## config.mk

```make
export PLATFORM = sky130hd
export DESIGN_NAME = logic_unit_pipe
export DESIGN_NICKNAME = d
export VERILOG_FILES = /design/src/rtl/logic_unit_pkg.sv /design/src/rtl/logic_unit_pipe_hs_reg_slice.sv /design/src/rtl/logic_unit_pipe.sv
export SDC_FILE = /design/constraint.sdc
export NUM_CORES = 1
export LEC_CHECK = 0
export CAP_MARGIN = 20
export CELL_PAD_IN_SITES_DETAIL_PLACEMENT = 1
export CELL_PAD_IN_SITES_GLOBAL_PLACEMENT = 1
export CORE_ASPECT_RATIO = 2
export CORE_UTILIZATION = 40
export CTS_BUF_LIST = sky130_fd_sc_hd__clkbuf_8 sky130_fd_sc_hd__clkbuf_16
export CTS_CLUSTER_SIZE = 8
export DETAILED_ROUTE_END_ITERATION = 6
export GPL_TIMING_DRIVEN = 0
export PLACE_DENSITY = 0.89
export SYNTH_ARGS = -nofsm -noshare
export SYNTH_HDL_FRONTEND = slang
export SYNTH_SLANG_ARGS = --single-unit
```

## constraint.sdc

```tcl
create_clock -name clk -period 3.1 [get_ports clk]
set_input_delay 0.31 -clock clk [delete_from_list [all_inputs] [get_ports clk]]
set_output_delay 0.31 -clock clk [all_outputs]
set_load 0.005 [all_outputs]
```

## src/rtl/logic_unit_pkg.sv

```systemverilog
// logic_unit_pkg
//   Shared definitions for the logic_unit_pipe block: operation encodings,
//   the result bundle, and the combinational operation function. The
//   function works on MAX_W-bit operands; callers zero-extend their operands
//   and keep only the low WIDTH bits of the returned fields.
package logic_unit_pkg;

    localparam int unsigned MAX_W = 32;

    typedef enum logic [2:0] {
        OP_XOR     = 3'd0,
        OP_XNOR    = 3'd1,
        OP_AND     = 3'd2,
        OP_OR      = 3'd3,
        OP_ACC_XOR = 3'd4,
        OP_ACC_CLR = 3'd5,
        OP_RSV6    = 3'd6,
        OP_RSV7    = 3'd7
    } op_e;

    typedef struct packed {
        logic [MAX_W-1:0] x;
        logic [MAX_W-1:0] acc_next;
        logic             err;
    } op_result_t;

    // acc_next always carries the value the accumulator should take if the
    // operation is accepted; non-accumulator ops return acc unchanged.
    function automatic op_result_t logic_op(
        input logic [MAX_W-1:0] a,
        input logic [MAX_W-1:0] b,
        input op_e              op,
        input logic [MAX_W-1:0] acc
    );
        op_result_t r;
        r.x        = '0;
        r.acc_next = acc;
        r.err      = 1'b0;
        case (op)
            OP_XOR:     r.x = a ^ b;
            OP_XNOR:    r.x = ~(a ^ b);
            OP_AND:     r.x = a & b;
            OP_OR:      r.x = a | b;
            OP_ACC_XOR: begin
                r.acc_next = acc ^ a ^ b;
                r.x        = r.acc_next;
            end
            OP_ACC_CLR: begin
                r.acc_next = '0;
                r.x        = '0;
            end
            default:    r.err = 1'b1;
        endcase
        return r;
    endfunction

endpackage

```

## src/rtl/logic_unit_pipe_hs_reg_slice.sv

```systemverilog
// hs_reg_slice
//   One-deep valid/ready register. A held word can be consumed and a new one
//   captured in the same cycle, giving full throughput without a bubble.
// Ports:
//   clk, rst_n          clock, asynchronous active-low reset
//   in_valid/in_ready   upstream handshake
//   in_data             word captured on in_valid & in_ready
//   out_valid/out_ready downstream handshake
//   out_data            registered word
module hs_reg_slice #(
    parameter int unsigned DATA_W = 8
) (
    input  logic              clk,
    input  logic              rst_n,
    input  logic              in_valid,
    output logic              in_ready,
    input  logic [DATA_W-1:0] in_data,
    output logic              out_valid,
    input  logic              out_ready,
    output logic [DATA_W-1:0] out_data
);

    assign in_ready = !out_valid | out_ready;

    always_ff @(posedge clk or negedge rst_n) begin
        if (!rst_n) begin
            out_valid <= 1'b0;
            out_data  <= '0;
        end else if (in_valid && in_ready) begin
            out_valid <= 1'b1;
            out_data  <= in_data;
        end else if (out_ready) begin
            // Drain: data is left as-is, only valid drops.
            out_valid <= 1'b0;
        end
    end

endmodule

```

## src/rtl/logic_unit_pipe.sv

```systemverilog
// logic_unit_pipe
//   Registered bitwise logic unit with a running XOR accumulator and an
//   accepted-transaction counter, presented through a one-deep valid/ready
//   output register.
// Ports:
//   clk, rst_n          clock, asynchronous active-low reset
//   in_valid/in_ready   operand handshake
//   a, b, op            operands and operation select
//   out_valid/out_ready result handshake
//   x, parity, err      result, XOR-reduction of result, reserved-op flag
//   acc                 accumulator value
//   count               accepted transactions since reset (wrapping)
module logic_unit_pipe
    import logic_unit_pkg::*;
#(
    parameter int unsigned WIDTH = 8,
    parameter int unsigned CNT_W = 16
) (
    input  logic             clk,
    input  logic             rst_n,
    input  logic             in_valid,
    output logic             in_ready,
    input  logic [WIDTH-1:0] a,
    input  logic [WIDTH-1:0] b,
    input  logic [2:0]       op,
    output logic             out_valid,
    input  logic             out_ready,
    output logic [WIDTH-1:0] x,
    output logic             parity,
    output logic             err,
    output logic [WIDTH-1:0] acc,
    output logic [CNT_W-1:0] count
);

    logic [MAX_W-1:0] a_ext;
    logic [MAX_W-1:0] b_ext;
    logic [MAX_W-1:0] acc_ext;
    op_result_t       res;
    logic [WIDTH-1:0] x_next;
    logic [WIDTH-1:0] acc_next;
    logic [WIDTH+1:0] slice_in;
    logic [WIDTH+1:0] slice_out;
    logic             fire_in;
    logic             acc_op;
    logic             unused_res_hi;

    always_comb begin
        a_ext               = '0;
        b_ext               = '0;
        acc_ext             = '0;
        a_ext[WIDTH-1:0]    = a;
        b_ext[WIDTH-1:0]    = b;
        acc_ext[WIDTH-1:0]  = acc;
        res                 = logic_op(a_ext, b_ext, op_e'(op), acc_ext);
        x_next              = res.x[WIDTH-1:0];
        acc_next            = res.acc_next[WIDTH-1:0];
        slice_in            = {res.err, ^x_next, x_next};
        acc_op              = (op_e'(op) == OP_ACC_XOR) || (op_e'(op) == OP_ACC_CLR);
    end

    // Bits above WIDTH are discarded (XNOR sets them for narrow widths).
    assign unused_res_hi = ^{res.x, res.acc_next};

    assign fire_in = in_valid & in_ready;

    hs_reg_slice #(
        .DATA_W(WIDTH + 2)
    ) u_slice (
        .clk      (clk),
        .rst_n    (rst_n),
        .in_valid (in_valid),
        .in_ready (in_ready),
        .in_data  (slice_in),
        .out_valid(out_valid),
        .out_ready(out_ready),
        .out_data (slice_out)
    );

    assign err    = slice_out[WIDTH+1];
    assign parity = slice_out[WIDTH];
    assign x      = slice_out[WIDTH-1:0];

    always_ff @(posedge clk or negedge rst_n) begin
        if (!rst_n) begin
            acc   <= '0;
            count <= '0;
        end else if (fire_in) begin
            count <= count + CNT_W'(1);
            if (acc_op) begin
                acc <= acc_next;
            end
        end
    end

endmodule

```

==> results.yml <==
power:
  worst_ir_drop_vdd_mv: 0.524
  power_per_cell_area_mw_per_mm2: 576
  power.internal_mw: 1.32
  share_comb_of_total_power_pct: 30.4
  sequentialPowerShare_pct: 34.0
  net-switching-power_mw: 0.529
  switching_share_pct: 28.6
  power.static_leakage_nw: 1.50
  clockPowerShare_pct: 35.6
  p_total_mw: 1.85
cells_and_area:
  post-route-cell-area_mm2: 0.00321
  layout_commonest_cell: "sky130_fd_sc_hd__clkdlybuf4s50_1"
  layout.cells.most_common_list: "sky130_fd_sc_hd__clkdlybuf4s50_1 (55), sky130_fd_sc_hd__dfrtp_1 (35), sky130_fd_sc_hd__nand2_1 (27), sky130_fd_sc_hd__inv_1 (19), sky130_fd_sc_hd__nor2_1 (18)"
  insertedDiodeCount: 0
  syn_to_final_growth_pct: 34.5
  final_core_util_pct: 56.3
  drive_gt1_share_pct: 9.35
  final_net_count: 349
setup_path:
  cp_data_required_time_ns: 3.29
  arrival_ns: 2.69
  crit_path_start_kind: "input pin"
  cp_max_fo: 3
  critical_path_class: "input pin to register"
  timing.critical_path.to_type: "register"
yosys:
  synth.ff_latch_count: 35
  synth_adder_area_share_pct: 8.90
  synth_top_cell_area_share_pct: 36.6
  synth_cell_type_count: 50
  netlist_top_cells_area: "sky130_fd_sc_hd__dfrtp_1 (37%), sky130_fd_sc_hd__ha_1 (8.9%), sky130_fd_sc_hd__xnor2_1 (6.2%)"
  synth.yosys.seq_area_share_pct: 36.6
  synth-simple-area-share_pct: 15.1
  synth_compound_gate_area_share_pct: 15.3
  synthesis_warning_total: 0
  synth_top_family_by_area: "XOR/XNOR gates"
  yosys.area.top_type: "sky130_fd_sc_hd__dfrtp_1"
  synthArstFlopShare_pct: 100
  synth_area_per_cell_um2: 9.71
  most_instantiated_flip_flop_cell_in_the_synthesis_netlist: "sky130_fd_sc_hd__dfrtp_1"
  mappedNetlistNets: 286
  synth-edff-count: 0
  muxShareOfSynthArea_pct: 1.68
  mappedNetlistArea_mm2: 0.00239
  synth_xor_xnor_area_share_pct: 16.5
  synthCells: 246
sta:
  relSlewSlack_pct: 46.1
  final.setup_skew_ns: 0.00525
  worstMarginPinSlew_ns: 0.808
  report.final.hold_viol_count: 0
  setup_total_negative_slack_ns: 0
  setup_viol: 0
  final.period_utilization_pct: 80.6
  worst_slack_ns: 0.602
  final_period_minus_worst_setup_slack_ns: 2.50
  maxSlewViolCount: 0
  grt_setup_unrepaired: "no"
  highest_clock_frequency_the_design_can_meet_mhz: 400
worst_hold_path:
  hold_path_class: "input pin to async pin"
route:
  route.antenna.remaining_nets: 0
  dr_total_vias: 2155
  firstDrtPassIters: 4
  avgRoutedWirePerCell_um: 18.4
  detailedRoute.firstIterationViolations: 67
  route.final.wire_length_um: 6810
  drt-vias-per-instance: 5.81
  drt_drc_violations_left: 0
flow_run:
  max-cap-violations: 0
placed_design:
  dpl_worst_slack_ns: 0.348
  postPlaceCellArea_mm2: 0.00302
  gp_congestion: 0.813
  dp_hpwl_um: 5000
  port_buffers: 56
global_route:
  number_of_global_route_vias_before_repair: 2366
  global_route_wire_length_before_repair_um: 11200
  grt_util_all_layers_pct: 23.3
  globalRouteOverflowTotal: 0
  grt_max_degree: 36
  antenna_found_initial: 0
floorplan:
  die_h_um: 111
  rows: 39
  start_util_pct: 41.9
  num_io_pins: 59
  dieArea_mm2: 0.00631
  fp.dieW_um: 56.7
  core-area_mm2: 0.00571
cts:
  cts_buffers: 5
  count_of_clock_tree_sinks: 35
  clock_tree.root_cell: "sky130_fd_sc_hd__clkbuf_16"
  postCtsResizedCells: 0
  cts.repair_timing.setup_buffer_count: 0
  cts_max_level: 2
  cts-root-to-sink-buffers: 2
  hold_buffers: 0
  worst_skew_pair.late_latency_ns: 0.28
  clk_pin_slew_ns: 0.06
  tritoncts: "built"
status:
  outcome: "finished, final reports clean"
-- worst paths after layout --
| path | from | slack (ns) | cells past startpoint | endpoint |
|---|---|---|---|---|
| worst max-delay path | a[4] | 0.60 | 9 | u_slice.out_data[8]$_DFFE_PN0P_ |
| worst min-delay path | rst_n | 0.12 | 1 | acc[4]$_DFFE_PN0P_ |
| worst max register to register | u_slice.out_valid$_DFFE_PN0P_ | 0.94 | 6 | acc[6]$_DFFE_PN0P_ |
| worst min register to register | count[15]$_DFFE_PN0P_ | 0.47 | 1 | count[15]$_DFFE_PN0P_ |
| max in group asynchronous | rst_n | 2.47 | 1 | count[13]$_DFFE_PN0P_ |
| min in group clk | op[2] | 0.31 | 3 | u_slice.out_data[9]$_DFFE_PN0P_ |
-- sequential cells by signal, indices dropped and copies added, names as in the netlist --
signal and count:
acc 8, count 16, u_slice.out_data 10, u_slice.out_valid 1
-- final cells by class --
type                    instances  area, um^2
plain buffers                   9        70.1
clock buffers                   5         125
clock inverters                 3        67.6
fillers                       650        2490
inverters                      19        71.3
multi-input cells             183        1370
flip-flops and latches         35         876
well taps                      61        76.3
repair buffers                 56         556
-- stage by stage --
| step | hold WS [ns] | instances |
|---|---|---|
| after floorplan | 0.0144 | 246 |
| after global placement | 0.454 | 363 |
| after detailed placement | 0.448 | 363 |
| after CTS | 0.150 | 371 |
| after global routing | 0.184 | 371 |
| final | 0.123 | 371 |
-- Yosys cell counts, drive strengths merged, types with 2 or more instances --
master	number
a211o	2
a211oi	2
a21o	2
a21oi	9
a221o	2
a22o	2
a22oi	6
a31oi	4
and2	2
and3	6
buf	7
clkbuf	2
dfrtp	35
ha	17
inv	19
mux2	2
nand2	27
nand2b	3
nand3	5
nand4	3
nor2	18
o211ai	4
o21a	3
o21ai	13
o31ai	4
or2b	2
xnor2	17
xnor3	4
xor2	12
xor3	2
-- critical path, stage by stage --
cell and delay, ns:
sky130_fd_sc_hd__clkdlybuf4s50_1 0.53, sky130_fd_sc_hd__inv_1 0.06, sky130_fd_sc_hd__ha_1 0.30, sky130_fd_sc_hd__xor2_1 0.16, sky130_fd_sc_hd__a22oi_1 0.32, sky130_fd_sc_hd__mux2_4 0.35
sky130_fd_sc_hd__a211o_1 0.28, sky130_fd_sc_hd__and4_4 0.21, sky130_fd_sc_hd__o31ai_2 0.17
-- layer usage --
metal	routed length, um	track usage [%]
met4	451	17.7
met1	2230	21.1
met5	0	0
met2	3850	43.4
met3	272	4.20
-- cell families (layout without fill, tap and decap cells) --
logic type	Yosys count	in the layout
AO/OA/AOI/OAI	54	54
AND/OR/NAND/NOR	74	74
multiplexers	3	3
adder cells (fa/ha/maj)	17	17
buffers and inverters	28	92
XOR/XNOR	35	35
flip-flops	35	35
-- power by group through the flow --
stage	Sequential [mW]	Combinational, mW	Clock [mW]
floorplan	0.624	0.268	0
global route	0.641	0.614	0.685
finish	0.629	0.563	0.659
global placement	0.630	0.530	0
detailed placement	0.635	0.552	0
CTS	0.630	0.568	0.669
Note: power is estimated with default switching activity, not from simulation.
